[src/rtl/move_link_if.sv]
// move_link_if: byte-level UART handshake between move_link and the UART core
//   tx_data/tx_start : frame byte and one-cycle start strobe towards UART TX
//   tx_done          : one-cycle end-of-stop-bit pulse from UART TX
//   rx_data/rx_valid : received byte and its one-cycle valid strobe from UART RX
interface move_link_if;
    logic [7:0] tx_data;
    logic       tx_start;
    logic       tx_done;
    logic [7:0] rx_data;
    logic       rx_valid;
    modport master (output tx_data, tx_start, input tx_done, rx_data, rx_valid);
    modport slave  (input tx_data, tx_start, output tx_done, rx_data, rx_valid);
endinterface

[src/rtl/move_link.sv]
// move_link: move framing, validation and board keeping between game FSM and UART
//   pclk, rst (sync, active-high), board_clr : clock, reset, board/pending clear pulse
//   mouse_xpos/ypos/left                      : cursor position and left button level
//   playerID, uart_en, write_uart_en, uart_mode : control FSM inputs (mode 0 send, 1 receive)
//   uart (move_link_if.master)                : tx_data/tx_start/tx_done/rx_data/rx_valid
//   rx_tx_done, square1to9, owner1to9, last_square, frame_err, link_timeout : status outputs
//   Optional receive watchdog: define MOVE_LINK_TIMEOUT_EN
module move_link #(
    parameter logic [26:0] TIMEOUT_CYCLES = 27'd100_000_000,
    parameter logic [1:0]  SYNC           = 2'b10
) (
    input  logic             pclk,
    input  logic             rst,
    input  logic             board_clr,
    input  logic [11:0]      mouse_xpos,
    input  logic [11:0]      mouse_ypos,
    input  logic             mouse_left,
    input  logic             playerID,
    input  logic             uart_en,
    input  logic             write_uart_en,
    input  logic             uart_mode,
    move_link_if.master      uart,
    output logic             rx_tx_done,
    output logic [8:0]       square1to9,
    output logic [8:0]       owner1to9,
    output logic [3:0]       last_square,
    output logic             frame_err,
    output logic             link_timeout
);
    typedef enum logic [2:0] {IDLE, TX_LOAD, TX_WAIT, RX_WAIT, DONE} state_t;
    state_t state, state_nx;
    logic       left_q, pend_v, commit, commit_own, rx_fail, rx_ok, col_v, row_v, click_ok;
    logic [1:0] col, row;
    logic [3:0] pend_sq, commit_sq, click_sq, rx_idx;
    logic [7:0] tx_frame;
    // Out-of-range x/y and the thin grid lines between squares decode to "no square"
    assign col      = mouse_xpos <= 12'd338 ? 2'd0 : mouse_xpos <= 12'd679 ? 2'd1 : 2'd2;
    assign row      = mouse_ypos <= 12'd251 ? 2'd0 : mouse_ypos <= 12'd507 ? 2'd1 : 2'd2;
    assign col_v    = mouse_xpos <= 12'd338 || (mouse_xpos >= 12'd344 && mouse_xpos <= 12'd679) ||
                      (mouse_xpos >= 12'd685 && mouse_xpos <= 12'd1023);
    assign row_v    = mouse_ypos <= 12'd251 || (mouse_ypos >= 12'd259 && mouse_ypos <= 12'd507) ||
                      (mouse_ypos >= 12'd515 && mouse_ypos <= 12'd767);
    assign click_sq = {1'b0, row, 1'b0} + {2'b00, row} + {2'b00, col};
    assign click_ok = mouse_left && !left_q && state == IDLE && !uart_mode &&
                      col_v && row_v && !square1to9[click_sq];
    assign tx_frame = {SYNC, playerID, ^pend_sq, pend_sq};
    assign rx_idx   = uart.rx_data[3:0];
    assign rx_ok    = uart.rx_data[7:6] == SYNC && rx_idx <= 4'd8 && uart.rx_data[4] == ^rx_idx &&
                      uart.rx_data[5] != playerID && !square1to9[rx_idx];
    always_comb begin
        state_nx      = state;
        uart.tx_data  = 8'h00;
        uart.tx_start = 1'b0;
        rx_tx_done    = 1'b0;
        commit        = 1'b0;
        commit_sq     = pend_sq;
        commit_own    = playerID;
        rx_fail       = 1'b0;
        case (state)
            IDLE:
                if (uart_en && write_uart_en)
                    state_nx = uart_mode ? RX_WAIT : pend_v ? TX_LOAD : IDLE;
            TX_LOAD: begin
                uart.tx_data  = tx_frame;
                uart.tx_start = uart_en;
                state_nx      = uart_en ? TX_WAIT : IDLE;
            end
            TX_WAIT: begin
                uart.tx_data = tx_frame;
                if (!uart_en)
                    state_nx = IDLE;
                else if (uart.tx_done) begin
                    commit   = 1'b1;
                    state_nx = DONE;
                end
            end
            RX_WAIT:
                if (!uart_en)
                    state_nx = IDLE;
                else if (uart.rx_valid) begin
                    commit     = rx_ok;
                    commit_sq  = rx_idx;
                    commit_own = uart.rx_data[5];
                    rx_fail    = !rx_ok;
                    state_nx   = rx_ok ? DONE : RX_WAIT;
                end
            DONE: begin
                rx_tx_done = 1'b1;
                state_nx   = IDLE;
            end
            default: state_nx = IDLE;
        endcase
    end
    always_ff @(posedge pclk) left_q <= rst ? 1'b0 : mouse_left;
    // board_clr shares the reset path so a coincident received byte is dropped
    always_ff @(posedge pclk) begin
        if (rst || board_clr) begin
            state       <= IDLE;
            square1to9  <= '0;
            owner1to9   <= '0;
            last_square <= 4'hF;
            pend_v      <= 1'b0;
            pend_sq     <= '0;
            frame_err   <= 1'b0;
        end else begin
            state     <= state_nx;
            frame_err <= rx_fail;
            if (commit) begin
                square1to9[commit_sq] <= 1'b1;
                owner1to9[commit_sq]  <= commit_own;
                last_square           <= commit_sq;
            end
            if (click_ok) begin
                pend_sq <= click_sq;
                pend_v  <= 1'b1;
            end
            if (commit && state == TX_WAIT)
                pend_v <= 1'b0;
        end
    end
`ifdef MOVE_LINK_TIMEOUT_EN
    logic [26:0] wd_cnt;
    always_ff @(posedge pclk) begin
        if (rst || board_clr) begin
            wd_cnt       <= '0;
            link_timeout <= 1'b0;
        end else if (state_nx == RX_WAIT && state != RX_WAIT)
            wd_cnt <= '0;
        else if (state == RX_WAIT) begin
            // wd_cnt counts completed RX_WAIT cycles; flag on the last one of the window
            if (wd_cnt == TIMEOUT_CYCLES - 27'd1) begin
                link_timeout <= 1'b1;
                wd_cnt       <= '0;
            end else
                wd_cnt <= wd_cnt + 27'd1;
        end
    end
`else
    logic unused_timeout;
    assign unused_timeout = ^TIMEOUT_CYCLES;
    assign link_timeout   = 1'b0;
`endif
endmodule

[src/flat_wrapper.sv]
// flat-port wrapper written by rule: the top's interface ports become plain ports
module move_link_flat 
#(
    parameter logic [26:0] TIMEOUT_CYCLES = 27'd100_000_000,
    parameter logic [1:0]  SYNC           = 2'b10
)
  (pclk, rst, board_clr, mouse_xpos, mouse_ypos, mouse_left, playerID, uart_en, write_uart_en, uart_mode, rx_tx_done, square1to9, owner1to9, last_square, frame_err, link_timeout, uart_tx_data, uart_tx_start, uart_tx_done, uart_rx_data, uart_rx_valid);
  move_link_if uart_i ();
  input  logic pclk;
  input  logic rst;
  input  logic board_clr;
  input  logic [11:0] mouse_xpos;
  input  logic [11:0] mouse_ypos;
  input  logic mouse_left;
  input  logic playerID;
  input  logic uart_en;
  input  logic write_uart_en;
  input  logic uart_mode;
  output logic rx_tx_done;
  output logic [8:0] square1to9;
  output logic [8:0] owner1to9;
  output logic [3:0] last_square;
  output logic frame_err;
  output logic link_timeout;
  output wire logic [$bits(uart_i.tx_data)-1:0] uart_tx_data;
  output wire logic [$bits(uart_i.tx_start)-1:0] uart_tx_start;
  input wire logic [$bits(uart_i.tx_done)-1:0] uart_tx_done;
  input wire logic [$bits(uart_i.rx_data)-1:0] uart_rx_data;
  input wire logic [$bits(uart_i.rx_valid)-1:0] uart_rx_valid;
  assign uart_tx_data = uart_i.tx_data;
  assign uart_tx_start = uart_i.tx_start;
  assign uart_i.tx_done = uart_tx_done;
  assign uart_i.rx_data = uart_rx_data;
  assign uart_i.rx_valid = uart_rx_valid;
  move_link #(.TIMEOUT_CYCLES(TIMEOUT_CYCLES), .SYNC(SYNC)) u_core (.pclk(pclk), .rst(rst), .board_clr(board_clr), .mouse_xpos(mouse_xpos), .mouse_ypos(mouse_ypos), .mouse_left(mouse_left), .playerID(playerID), .uart_en(uart_en), .write_uart_en(write_uart_en), .uart_mode(uart_mode), .uart(uart_i), .rx_tx_done(rx_tx_done), .square1to9(square1to9), .owner1to9(owner1to9), .last_square(last_square), .frame_err(frame_err), .link_timeout(link_timeout));
endmodule
[config.mk]
export PLATFORM = sky130hd
export DESIGN_NAME = move_link_flat
export DESIGN_NICKNAME = d
export VERILOG_FILES = /design/src/rtl/move_link_if.sv /design/src/rtl/move_link.sv /design/src/flat_wrapper.sv
export SDC_FILE = /design/constraint.sdc
export NUM_CORES = 1
export LEC_CHECK = 0
export ABC_AREA = 1
export BUFFER_PORTS_ARGS = -buffer_cell sky130_fd_sc_hd__buf_2
export CAP_MARGIN = 10
export CORE_UTILIZATION = 51
export DETAILED_ROUTE_END_ITERATION = 10
export PLACE_DENSITY = 0.91
export SYNTH_ARGS = -nofsm -noshare
export SYNTH_HDL_FRONTEND = slang
export SYNTH_SLANG_ARGS = --single-unit
[constraint.sdc]
create_clock -name pclk -period 3.7 [get_ports pclk]
set_input_delay 0.74 -clock pclk [delete_from_list [all_inputs] [get_ports pclk]]
set_output_delay 0.74 -clock pclk [all_outputs]
set_load 0.02 [all_outputs]
Yosys cells after proc, flatten, opt, wreduce, memory -nomap -nowiden:

Cells that the tools add are included.

* register bits: 32
* input port bits: 42
* word-level logic and storage cells: 108

* $add $sub $neg: 2
* order comparisons: 15
* equal/unequal tests: 10
* mux-type cells: 35
* bitwise logic cells: 4
* reductions and logical operators: 34

Operators by type and width (number)
* $le 12x10->1 const B: 3
* $ge 12x10->1 const B: 2
* $ge 12x9->1 const B: 2
* $le 12x9->1 const B: 2
* $mux 3: 7
* $logic_and 1x1->1: 17
* $lt 4x5->1 const B: 3
* $mux 1: 13
* $le 12x8->1 const B: 1
* $mux 4: 3
* $pmux 3 s4: 1
* $mux 2: 5
* $bwmux 9: 1
* $or 9x9->9: 1
* $bmux 1 s4: 2
* $mux 8: 1
* $reduce_xor 4->1: 2
* $eq 3x2->1 const B: 2
* $ne 3x3->1 const B: 2
* $logic_not 1->1: 5
* $logic_or 1x1->1: 5
* $add 3x2->4: 1
* $add 4x2->4: 1
* $demux 1 s4: 1
* 14 further kinds: 17

Longest topological paths before layout:

Gate-level depths: netlist (run 1).

* word-level depth: 10
* gate-level depth with buffers: 22

Worst setup path after synthesis (run 1):

OpenSTA, ideal clock, no wires.

* kind: input-to-reg
* from: input port mouse_ypos[2]
* to: register u_core.pend_sq[0]
* arrival time: 3201 ps
* required time: 3587 ps
* path slack: 386 ps
* stages on the path: 21
* buffers on the path: 0
* cells stage by stage: inv_1 -> nor3_1 -> nand3_1 -> a31oi_1 -> inv_1 -> nand2_1 -> fa_1 -> inv_1 -> nand2_1 -> fa_1 -> nand3_1 -> nor2_1 -> nor2_1 -> nand3_1 -> inv_1 -> nand2_1 -> inv_1 -> nand2_1 -> nand2_1 -> nand2_1 -> nor2_1

* longest elaborated chain between the ends: 9
* elaborated cells on any way between the ends: 18
* classes of those cells: add/sub (2); order compare (5); mux (4); reduce/logical (7)

Ends and longest elaborated chain
* start: declaration: line flat_wrapper.sv:13 `input logic [11:0] mouse_ypos;`
* $le 12x9->1: line move_link.sv:38, move_link.sv:41
* $mux 2 (2 in series): line move_link.sv:38 `assign row = mouse_ypos <= 12'd251 ? 2'd0 : mouse_ypos <= 12'd507 ? 2'd1 : 2'd2;`
* $add 3x2->4: line move_link.sv:43 `assign click_sq = {1'b0, row, 1'b0} + {2'b00, row} + {2'b00, col};`
* $add 4x2->4: line move_link.sv:43
* $bmux 1 s4: line move_link.sv:45 `col_v && row_v && !square1to9[click_sq];`
* $mux 1 (not written as such): line move_link.sv:45
* $logic_not 1->1: line move_link.sv:45
* $logic_and 1x1->1: line move_link.sv:45
* end signal: assignment: line move_link.sv:114 `pend_sq <= click_sq;`
* end: declaration: line move_link.sv:34 `logic [3:0] pend_sq, commit_sq, click_sq, rx_idx;`

Parallel ways exist; a longest one is shown, timed or not. The select of a mux whose other input is x is not followed.
A chain may end at the register's enable or synchronous reset.

Worst setup path in the final report (run 1):

* from: input port mouse_ypos[9]
* to: register u_core.pend_sq[1]

The elaborated chain is that of the path after synthesis.

==> results of run 1 <==
-- metrics by stage --
step                utilization [%]  cell area [µm²]  setup WS [ns]
finish                        64.31             2800         0.3225
detailed placement            62.13             2705        0.07735
global placement              62.13             2705         0.2080
floorplan                         -             2327         0.3857
global route                  64.31             2800        0.06789
CTS                           64.20             2795         0.3780
-- layer usage --
layer / up-vias / global-route usage (%) / share of wire (%)
met5: - / 0 / 0
met4: 0 / 12.70 / 2.6
met3: 16 / 5.814 / 7.1
met2: 112 / 44.34 / 47
met1: 1200 / 31.87 / 44
li1: 1388 / - / -
-- synthesized netlist by cell type (all sizes together) (2+ instances only) --
master,instances
xnor2,2
inv,71
nand3,31
o21ai,19
a21oi,17
buf,5
o211ai,2
nand2,117
xor2,3
nor2,65
clkbuf,6
nand4,16
nor3,8
fa,2
ha,2
dfxtp,32
-- power groups by stage --
stage	sequential, mW	combinational [mW]	clock [mW]
6_report	0.348	0.142	0.278
5_1_grt	0.348	0.160	0.300
4_1_cts	0.348	0.139	0.280
3_5_place_dp	0.355	0.138	0
3_3_place_gp	0.355	0.133	0
2_1_floorplan	0.356	0.0907	0
-- worst max-delay path by stage --
| stage | cells after the start | slack (ns) | to |
|---|---|---|---|
| after floorplan | 21 | 0.39 | u_core.pend_sq[0] |
| after detailed placement | 22 | 0.08 | u_core.pend_sq[1] |
| final | 22 | 0.32 | u_core.pend_sq[1] |
| after global routing | 22 | 0.07 | u_core.pend_sq[0] |
| after CTS | 22 | 0.38 | u_core.pend_sq[1] |
| after global placement | 22 | 0.21 | u_core.pend_sq[0] |
-- kinds of logic (layout without fill, tap and decap cells) --
group,Yosys count,count (layout)
other,1,2
AND/OR/NAND/NOR,239,239
adder cells (fa/ha/maj),4,4
AO/OA/AOI/OAI,39,39
flip-flops,32,32
XOR/XNOR,5,5
buffers and inverters,82,155
-- sequential cells by signal (all words and copies together) (netlist names) --
signal	count
u_core.frame_err	1
u_core.square1to9	9
u_core.left_q	1
u_core.state	3
u_core.owner1to9	9
u_core.last_square	4
u_core.pend_sq	4
u_core.pend_v	1
-- final cells by class --
type / instances / area share (%)
multi-input combinational: 289 / 48.21
sequential: 32 / 22.88
timing repair buffer: 76 / 13.85
inverter: 71 / 9.517
clock buffer: 8 / 3.217
tap: 52 / 2.323
-- critical path: stages --
cell and delay [ns]:
buf_2 0.10, inv_1 0.09, nand2_1 0.09, nor2_1 0.14, a31oi_1 0.06, inv_1 0.14, nand2_1 0.12, fa_1 0.62
inv_1 0.06, nand2_1 0.07, fa_1 0.46, nand3_1 0.11, nor2_1 0.05, nor2_1 0.11, nand3_1 0.08, inv_1 0.06
nand2_1 0.06, inv_1 0.09, nand2_1 0.10, nand2_1 0.09, nand2_1 0.06, nor2_1 0.12
==> flow_metrics.tcl, run 1 <==
set metrics [dict create \
    layout_min_cycle_time_ns 3.378 \
    drv_cap 0 \
    powerDensity_nw_per_um2 274.0 \
    cts_buffers 5 \
    synth_compound_area_share_pct 8.993 \
    fillers 422 \
    clockPowerShare_pct 36.2 \
    ctsHoldBuffers 0 \
    mostFrequentLayoutCell "nand2_1" \
    post-dp-hpwl_um 4768 \
    avgSynthCellArea_um2 5.780 \
    ys_seq_area_share_pct 27.57 \
    clock-root-buffer "clkbuf_8" \
    regArea_um2 640.6 \
    p_int_mw 0.5484 \
    wl_um 6048 \
    leakage_nw 1.474 \
    fin_hold_ws_ns 0.4745 \
    via_per_inst 5.144 \
    status "finished clean" \
    final-hold-violation-count 0 \
    place_congestion 0.9514 \
    synthArstFlopShare_pct 0 \
    io_pins 76 \
    portBuffers 73 \
    core_um2 4354 \
    worstHoldPathCells 2 \
    wl_per_cell_um 11.45 \
    reg2reg_slack_ns 1.68 \
    synth.top_cell.area_share_pct 27.57 \
    r2r_start "u_core.state[1]" \
    critPathRequiredTime_ns 3.93 \
    multi_input_area_um2 1350 \
    clock_sinks 32 \
    netlist_instances 402 \
    chipHeight_um 69.50 \
    fmaxAchievable_mhz 296.1 \
    cp_data_arrival_time_ns 3.60 \
    tightest_slew_ns 0.7520 \
    path_clk_slew_ns 0.06 \
    cts_htree_levels 2 \
    synth.largest_area_cell "dfxtp_1" \
    clk_latency_ns 0.29 \
    first_iter_violations 273 \
    min_path_type "flop to flop" \
    drc 0 \
    placedCellCount 520 \
    drt_pass1_iterations 5 \
    worstSetupStartpointType "input pin" \
    holdPathEnd "u_core.last_square[3]" \
    antenna_found_initial 0 \
    cts_tree "done" \
    slew-limit-headroom_pct 49.53 \
    postCtsSetupRepairBufs 0 \
    end_kind "flop" \
    synth_edf_count 0 \
    synth_top_family_by_area "simple AND/OR/NAND/NOR gates" \
    grt_usage_pct 26.41 \
    syn_area_um2 2323 \
    setup_viol 0 \
    critPathMaxFanout 4 \
    startpoint "mouse_ypos[9]" \
    start_util_pct 53.36 \
    ys_seq_elements 32 \
    drive_above_1_share_pct 19.96 \
    muxShareOfSynthArea_pct 0 \
    drv_slew 0 \
    diodes 0 \
    overflow 0 \
    power_frac_seq_pct 45.3 \
    ys_dominant_reg_cell "dfxtp_1" \
    reg2reg_to "u_core.owner1to9[1]" \
    min-delay-start "u_core.last_square[3]" \
    p_sw_share_pct 28.52 \
    combPwrFrac_pct 18.5 \
    post_cts_resized 0 \
    synth_simple_gate_area_share_pct 43.89 \
    clock_skew_ns 0.005327 \
    synthAdderAreaFrac_pct 2.800 \
    rsz0062_at_grt "no" \
    grt_pass1_vias 2559 \
    netSwitchingPower_mw 0.2188 \
    final-instance-count-excl-fill 528 \
    cts_buffer_depth 2 \
    path_class "input pin to flop" \
    rr_worst_depth 10 \
    grt_pass1_wl_um 10360 \
    area_growth_pct 20.52 \
    post-route-period-util_pct 91.28 \
    peakVddDrop_mv 0.1677 \
    yosys_warnings 0 \
    die_w_um 69.50 \
    synth-xor-area-share_pct 1.885 \
    synthDistinctLibCells 29 \
    final_cell_mix "114 x nand2_1, 73 x buf_2, 67 x inv_1, 64 x nor2_1, 32 x dfxtp_1" \
    setup-tns-final_ns 0 \
    ant_nets 0 \
    row_count 24 \
    via_count 2716 \
    dieArea_um2 4830 \
    finalNetCount 521 \
    synth_area_leaders "dfxtp_1 28%, nand2_1 18%, inv_1 11%, nor2_1 10%, nand3_1 6.5%" \
    grt_max_degree 22 \
    total_power_mw 0.7672 \
]
No activity file was read; power rests on OpenSTA's default activity.
==> run 2: changes to the inputs <==
- ABC_AREA: 1 -> default
- CORE_UTILIZATION: 51 -> 45
- PLACE_DENSITY: 0.91 -> 0.87
- SETUP_SLACK_MARGIN: default -> 0.3
- clock period: 3.7 -> 2.84 ns (I/O delays scaled with it)
==> flow_metrics.tcl, run 2 <==
set metrics [dict create \
    critPathRequiredTime_ns 3.03 \
    peakVddDrop_mv 0.3557 \
    powerDensity_nw_per_um2 367.8 \
    rsz0062_at_grt "yes" \
    cp_top_family "simple AND/OR/NAND/NOR gates" \
    p_sw_share_pct 26.37 \
    grt_pass1_vias 2256 \
    row_count 24 \
    layout_setup_ws_ns -0.4330 \
    drv_cap 0 \
    clock-root-buffer "clkbuf_8" \
    wl_met2_um 3083 \
    wl_um 6089 \
    layout_min_cycle_time_ns 3.273 \
    top_layer "met4" \
    wl_met3_um 303 \
    cts_buffers 5 \
    critPathMaxFanout 4 \
    drv_slew 0 \
    wl_per_cell_um 15.11 \
    reg_top3 "u_core.owner1to9 x9, u_core.square1to9 x9" \
    path_cells "buf_2 > nor4bb_1 > nand4_1 > and3_1 > fa_1 > nand2b_4 > fa_1 > nand2_2 > nor4_2 > nor4_2 > buf_4 > o221ai_4 > o31ai_1" \
    portBuffers 73 \
    setup-tns-final_ns -1.814 \
    via_per_inst 5.774 \
    area_growth_pct 37.46 \
    min_path_type "flop to flop" \
    synth_top_family_by_area "simple AND/OR/NAND/NOR gates" \
    clockPowerShare_pct 40.7 \
    syn_area_um2 2145 \
    muxShareOfSynthArea_pct 8.751 \
    synth.largest_area_cell "dfxtp_1" \
    synthAdderAreaFrac_pct 3.034 \
    status "complete, but fails checks" \
    final-hold-violation-count 0 \
    pre_cts_ws_ns -0.8563 \
    grt_pass1_wl_um 10250 \
    slew-limit-headroom_pct 60.48 \
    critical_path.max_stage_delay_ns 0.48 \
    end_kind "flop" \
    total_power_mw 1.084 \
    yosys_warnings 0 \
    netlist_instances 261 \
    grt_usage_pct 25.61 \
    path_class "input pin to flop" \
    ys_seq_elements 32 \
    drt-met1-wl_um 2578 \
    overflow 0 \
    tightest_slew_ns 0.5900 \
    synth-xor-area-share_pct 4.084 \
    clock_skew_ns 0.005350 \
    cts_htree_levels 2 \
    final_cell_mix "69 x buf_2, 32 x dfxtp_1, 31 x nand2_1, 28 x buf_4, 15 x a21oi_1" \
    avgSynthCellArea_um2 8.217 \
    netSwitchingPower_mw 0.2859 \
    finalNetCount 396 \
    crit_buf_inv 2 \
    post-dp-hpwl_um 4343 \
    first_iter_violations 125 \
    dieArea_um2 5046 \
    worstSetupStartpointType "input pin" \
    synthDistinctLibCells 51 \
    synth_area_leaders "dfxtp_1 30%, mux2i_1 5.6%, nand2_1 5.6%, a21oi_1 3.7%, xnor2_1 3.7%" \
    ctsHoldBuffers 0 \
    start_util_pct 47.93 \
    power_frac_seq_pct 41.7 \
    setup_viol 5 \
    synth_edf_count 0 \
    clock_sinks 32 \
    violations "DRC, setup timing" \
    path_clk_slew_ns 0.07 \
    clk_latency_ns 0.29 \
    fmaxAchievable_mhz 305.5 \
    post-route-period-util_pct 115.2 \
    drc 6 \
    synthArstFlopShare_pct 0 \
    combPwrFrac_pct 17.5 \
    core_um2 4474 \
    synth_simple_gate_area_share_pct 26.66 \
    leakage_nw 1.189 \
    synth_commonest_cells "32 x dfxtp_1, 32 x nand2_1, 16 x a21oi_1, 16 x nor2_1" \
    grt_max_degree 30 \
    crit_slowest_cell "fa_1" \
    p_int_mw 0.7983 \
    cts_buffer_depth 2 \
    place_congestion 0.8818 \
    antenna_found_initial 0 \
    cts_tree "done" \
    die_w_um 71.04 \
    fillers 364 \
    chipHeight_um 71.04 \
    via_count 2327 \
    synth_compound_area_share_pct 21.12 \
    mostFrequentLayoutCell "buf_2" \
    synth.top_cell.area_share_pct 29.87 \
    ant_nets 0 \
    drive_above_1_share_pct 38.18 \
    ys_dominant_reg_cell "dfxtp_1" \
    ys_seq_area_share_pct 29.87 \
    cp_data_arrival_time_ns 3.47 \
    io_pins 76 \
    drt_pass1_iterations 7 \
    diodes 0 \
]
==> run 2: final timing paths <==
path | start | cells past startpoint | slack, ns | end
setup / recovery | mouse_xpos[4] | 13 | -0.43 | u_core.pend_sq[3]
hold reg to reg | u_core.owner1to9[6] | 2 | 0.47 | u_core.owner1to9[6]
setup reg to reg | u_core.state[2] | 7 | 0.56 | u_core.owner1to9[0]
hold / removal | u_core.owner1to9[6] | 2 | 0.47 | u_core.owner1to9[6]
==> run 2: layout make-up <==
| class | count | area [µm²] | share of cell area, % |
|---|---|---|---|
| Multi-Input combinational cell | 202 | 1500 | 50.89 |
| Sequential cell | 32 | 640.6 | 21.73 |
| Timing Repair Buffer | 101 | 600.6 | 20.37 |
| Clock buffer | 5 | 68.82 | 2.334 |
| Tap cell | 52 | 65.06 | 2.207 |
| Clock inverter | 3 | 42.54 | 1.443 |
| Inverter | 8 | 30.03 | 1.019 |
==> run 2: worst register-to-register path, cell delays in order, from the launching register on <==
cell      delay (ns)
dfxtp_1         0.52
and4b_1         0.26
and2_1          0.21
buf_4           0.19
nor3_1          0.18
nor2_1          0.13
a211oi_1        0.47
mux2i_1         0.25
==> run 2: power by group through the flow <==
stage          Clock [mW]  Sequential, mW  Combinational (mW)
6_report            0.442           0.453               0.190
5_1_grt             0.465           0.453               0.208
4_1_cts             0.446           0.452               0.185
3_5_place_dp            0           0.463               0.165
3_3_place_gp            0           0.463               0.160
2_1_floorplan           0           0.461              0.0913
==> run 2: per-stage QoR <==
stage          util [%]  hold WS (ns)  cells  instance area [µm²]
2_1_floorplan         -        0.4221    262                 2190
3_3_place_gp      59.90        0.4445    388                 2680
3_5_place_dp      59.90        0.4512    388                 2680
4_1_cts           65.38        0.4617    403                 2925
5_1_grt           65.88        0.4883    403                 2948
6_report          65.88        0.4655    403                 2948
==> run 2: kinds of logic after synthesis <==
| group | Yosys count |
|---|---|
| AO/OA/AOI/OAI | 63 |
| XOR/XNOR | 10 |
| adder cells (fa/ha/maj) | 4 |
| buffers and inverters | 29 |
| flip-flops | 32 |
| multiplexers | 15 |
| other | 1 |
| AND/OR/NAND/NOR | 107 |
==> run 2: layer usage <==
| metal | vias to the layer above | GRT usage (%) |
|---|---|---|
| li1 | 1136 | - |
| met2 | 89 | 46.05 |
| met4 | 0 | 9.556 |
| met1 | 1088 | 30.71 |
| met3 | 14 | 4.131 |
| met5 | - | 0 |
==> run 2: what timing repair did <==
action	CTS	global route
gates cloned	1	0
pin swaps	7	2
setup endpoints to repair	5	5
gates resized for setup	16	4
buffers inserted	6	0
==> run 3: changes to the inputs <==
- CORE_UTILIZATION: 45 -> 50
- PLACE_DENSITY: 0.87 -> 0.91
- clock period: 2.84 -> 3.4 ns (I/O delays scaled with it)
==> flow_metrics.tcl, run 3 (synthesis results as in run 2) <==
set metrics [dict create \
    io_pins 76 \
    antenna_found_initial 0 \
    regArea_um2 640.6 \
    reg_top3 "u_core.owner1to9 x9, u_core.square1to9 x9" \
    final-hold-violation-count 0 \
    cp_top_family "simple AND/OR/NAND/NOR gates" \
    wl_per_cell_um 15.43 \
    portBuffers 73 \
    path_class "input pin to flop" \
    grt_usage_pct 29.49 \
    path_clk_slew_ns 0.07 \
    die_w_um 67.49 \
    cts_buffer_depth 2 \
    setup-tns-final_ns 0 \
    crit_buf_inv 2 \
    area_growth_pct 34.95 \
    wl_um 6079 \
    clock-root-buffer "clkbuf_8" \
    row_count 23 \
    peakVddDrop_mv 0.2472 \
    critPathMaxFanout 5 \
    chipHeight_um 67.49 \
    fin_util_pct 71.32 \
    rsz0062_at_grt "yes" \
    fmaxAchievable_mhz 304.9 \
    drc 0 \
    final-instance-count-excl-fill 394 \
    layout_min_cycle_time_ns 3.279 \
    overflow 0 \
    reg2reg_slack_ns 0.88 \
    crit_slowest_cell "fa_1" \
    grt_pass1_vias 2209 \
    ant_nets 0 \
    via_count 2311 \
    placedCellCount 375 \
    clk_latency_ns 0.29 \
    finalInstanceArea_um2 2894 \
    setup_viol 0 \
    critical_path.max_stage_delay_ns 0.57 \
    cts_buffers 5 \
    clock_skew_ns 0.004109 \
    drive_above_1_share_pct 37.21 \
    grt_pass1_wl_um 9901 \
    drv_cap 0 \
    grt_max_degree 17 \
    diodes 0 \
    min_path_type "flop to flop" \
    leakage_nw 1.148 \
    core_um2 4058 \
    path_cells "buf_2 > nor4bb_2 > nand4_1 > and3_4 > fa_1 > nand2b_4 > fa_1 > nand2_1 > nor4_2 > nor4_2 > buf_4 > o221ai_4 > o31ai_1" \
    start_util_pct 52.85 \
    drt_pass1_iterations 5 \
    dieArea_um2 4555 \
    powerDensity_nw_per_um2 308.7 \
    post-route-period-util_pct 96.45 \
    cts_htree_levels 2 \
    placed_cell_area_um2 2595 \
    slew-limit-headroom_pct 41.99 \
    end_kind "flop" \
    cp_data_arrival_time_ns 3.48 \
    clock_sinks 32 \
    first_iter_violations 110 \
    tightest_slew_ns 0.8670 \
    mostFrequentLayoutCell "buf_2" \
    worstSetupStartpointType "input pin" \
    status "finished clean" \
    final_cell_mix "69 x buf_2, 32 x nand2_1, 32 x dfxtp_1, 20 x buf_4, 16 x a21oi_1" \
    drv_slew 0 \
    critPathRequiredTime_ns 3.60 \
    finalNetCount 389 \
    cts_tree "done" \
    multi_input_area_um2 1498 \
    fillers 325 \
    via_per_inst 5.865 \
    post-dp-hpwl_um 4273 \
    place_congestion 0.9002 \
]
[run 3: where the power goes]
group          total (mW)  switching (mW)  internal (mW)
sequential          0.378         0.00198          0.376
combinational       0.152          0.0822         0.0694
clock               0.364           0.147          0.217
[run 3: layout make-up]
cell class	instances	area share (%)
sequential	32	22.14
inverter	8	1.038
clock inverter	3	1.470
tap	50	2.162
timing repair buffer	94	19.07
clock buffer	5	2.378
multi-input combinational	202	51.75
[run 3: what timing repair did]
action                                  CTS  global route
gates resized for setup                  14             7
cloned                                    1             0
hold buffers                              0             0
pin swaps                                10             2
endpoints found under the setup margin    5             5
buffers inserted                          8             2
[run 3: path summary, 6_finish.rpt]
check | end | from | depth (start not counted)
setup / recovery | u_core.pend_sq[3] | mouse_xpos[6] | 13
hold / removal | u_core.pend_v | u_core.pend_v | 2
setup reg to reg | u_core.owner1to9[0] | u_core.state[1] | 5
hold reg to reg | u_core.pend_v | u_core.pend_v | 2
[run 3: per-stage QoR]
stage          total power [mW]  setup slack (ns)  hold WS, ns
2_1_floorplan            0.4617          -0.07957       0.4221
3_3_place_gp             0.5118           -0.1793       0.4453
3_5_place_dp             0.5153           -0.4058       0.4405
4_1_cts                  0.8958            0.1341       0.4542
5_1_grt                  0.9290          -0.01461       0.4854
6_report                 0.8935            0.1208       0.4576
[run 3: worst min-delay path, cell delays in order, from the launching register on]
cell and delay, ns:
dfxtp_1 0.31, inv_1 0.05, a21oi_1 0.05
[run 3: layer usage]
layer | global-route usage [%] | vias up | share of wire [%]
li1 | - | 1114 | -
met1 | 32.12 | 1072 | 38
met2 | 51.61 | 105 | 51
met3 | 7.264 | 20 | 7.5
met4 | 16.49 | 0 | 3.4
met5 | 0 | - | 0
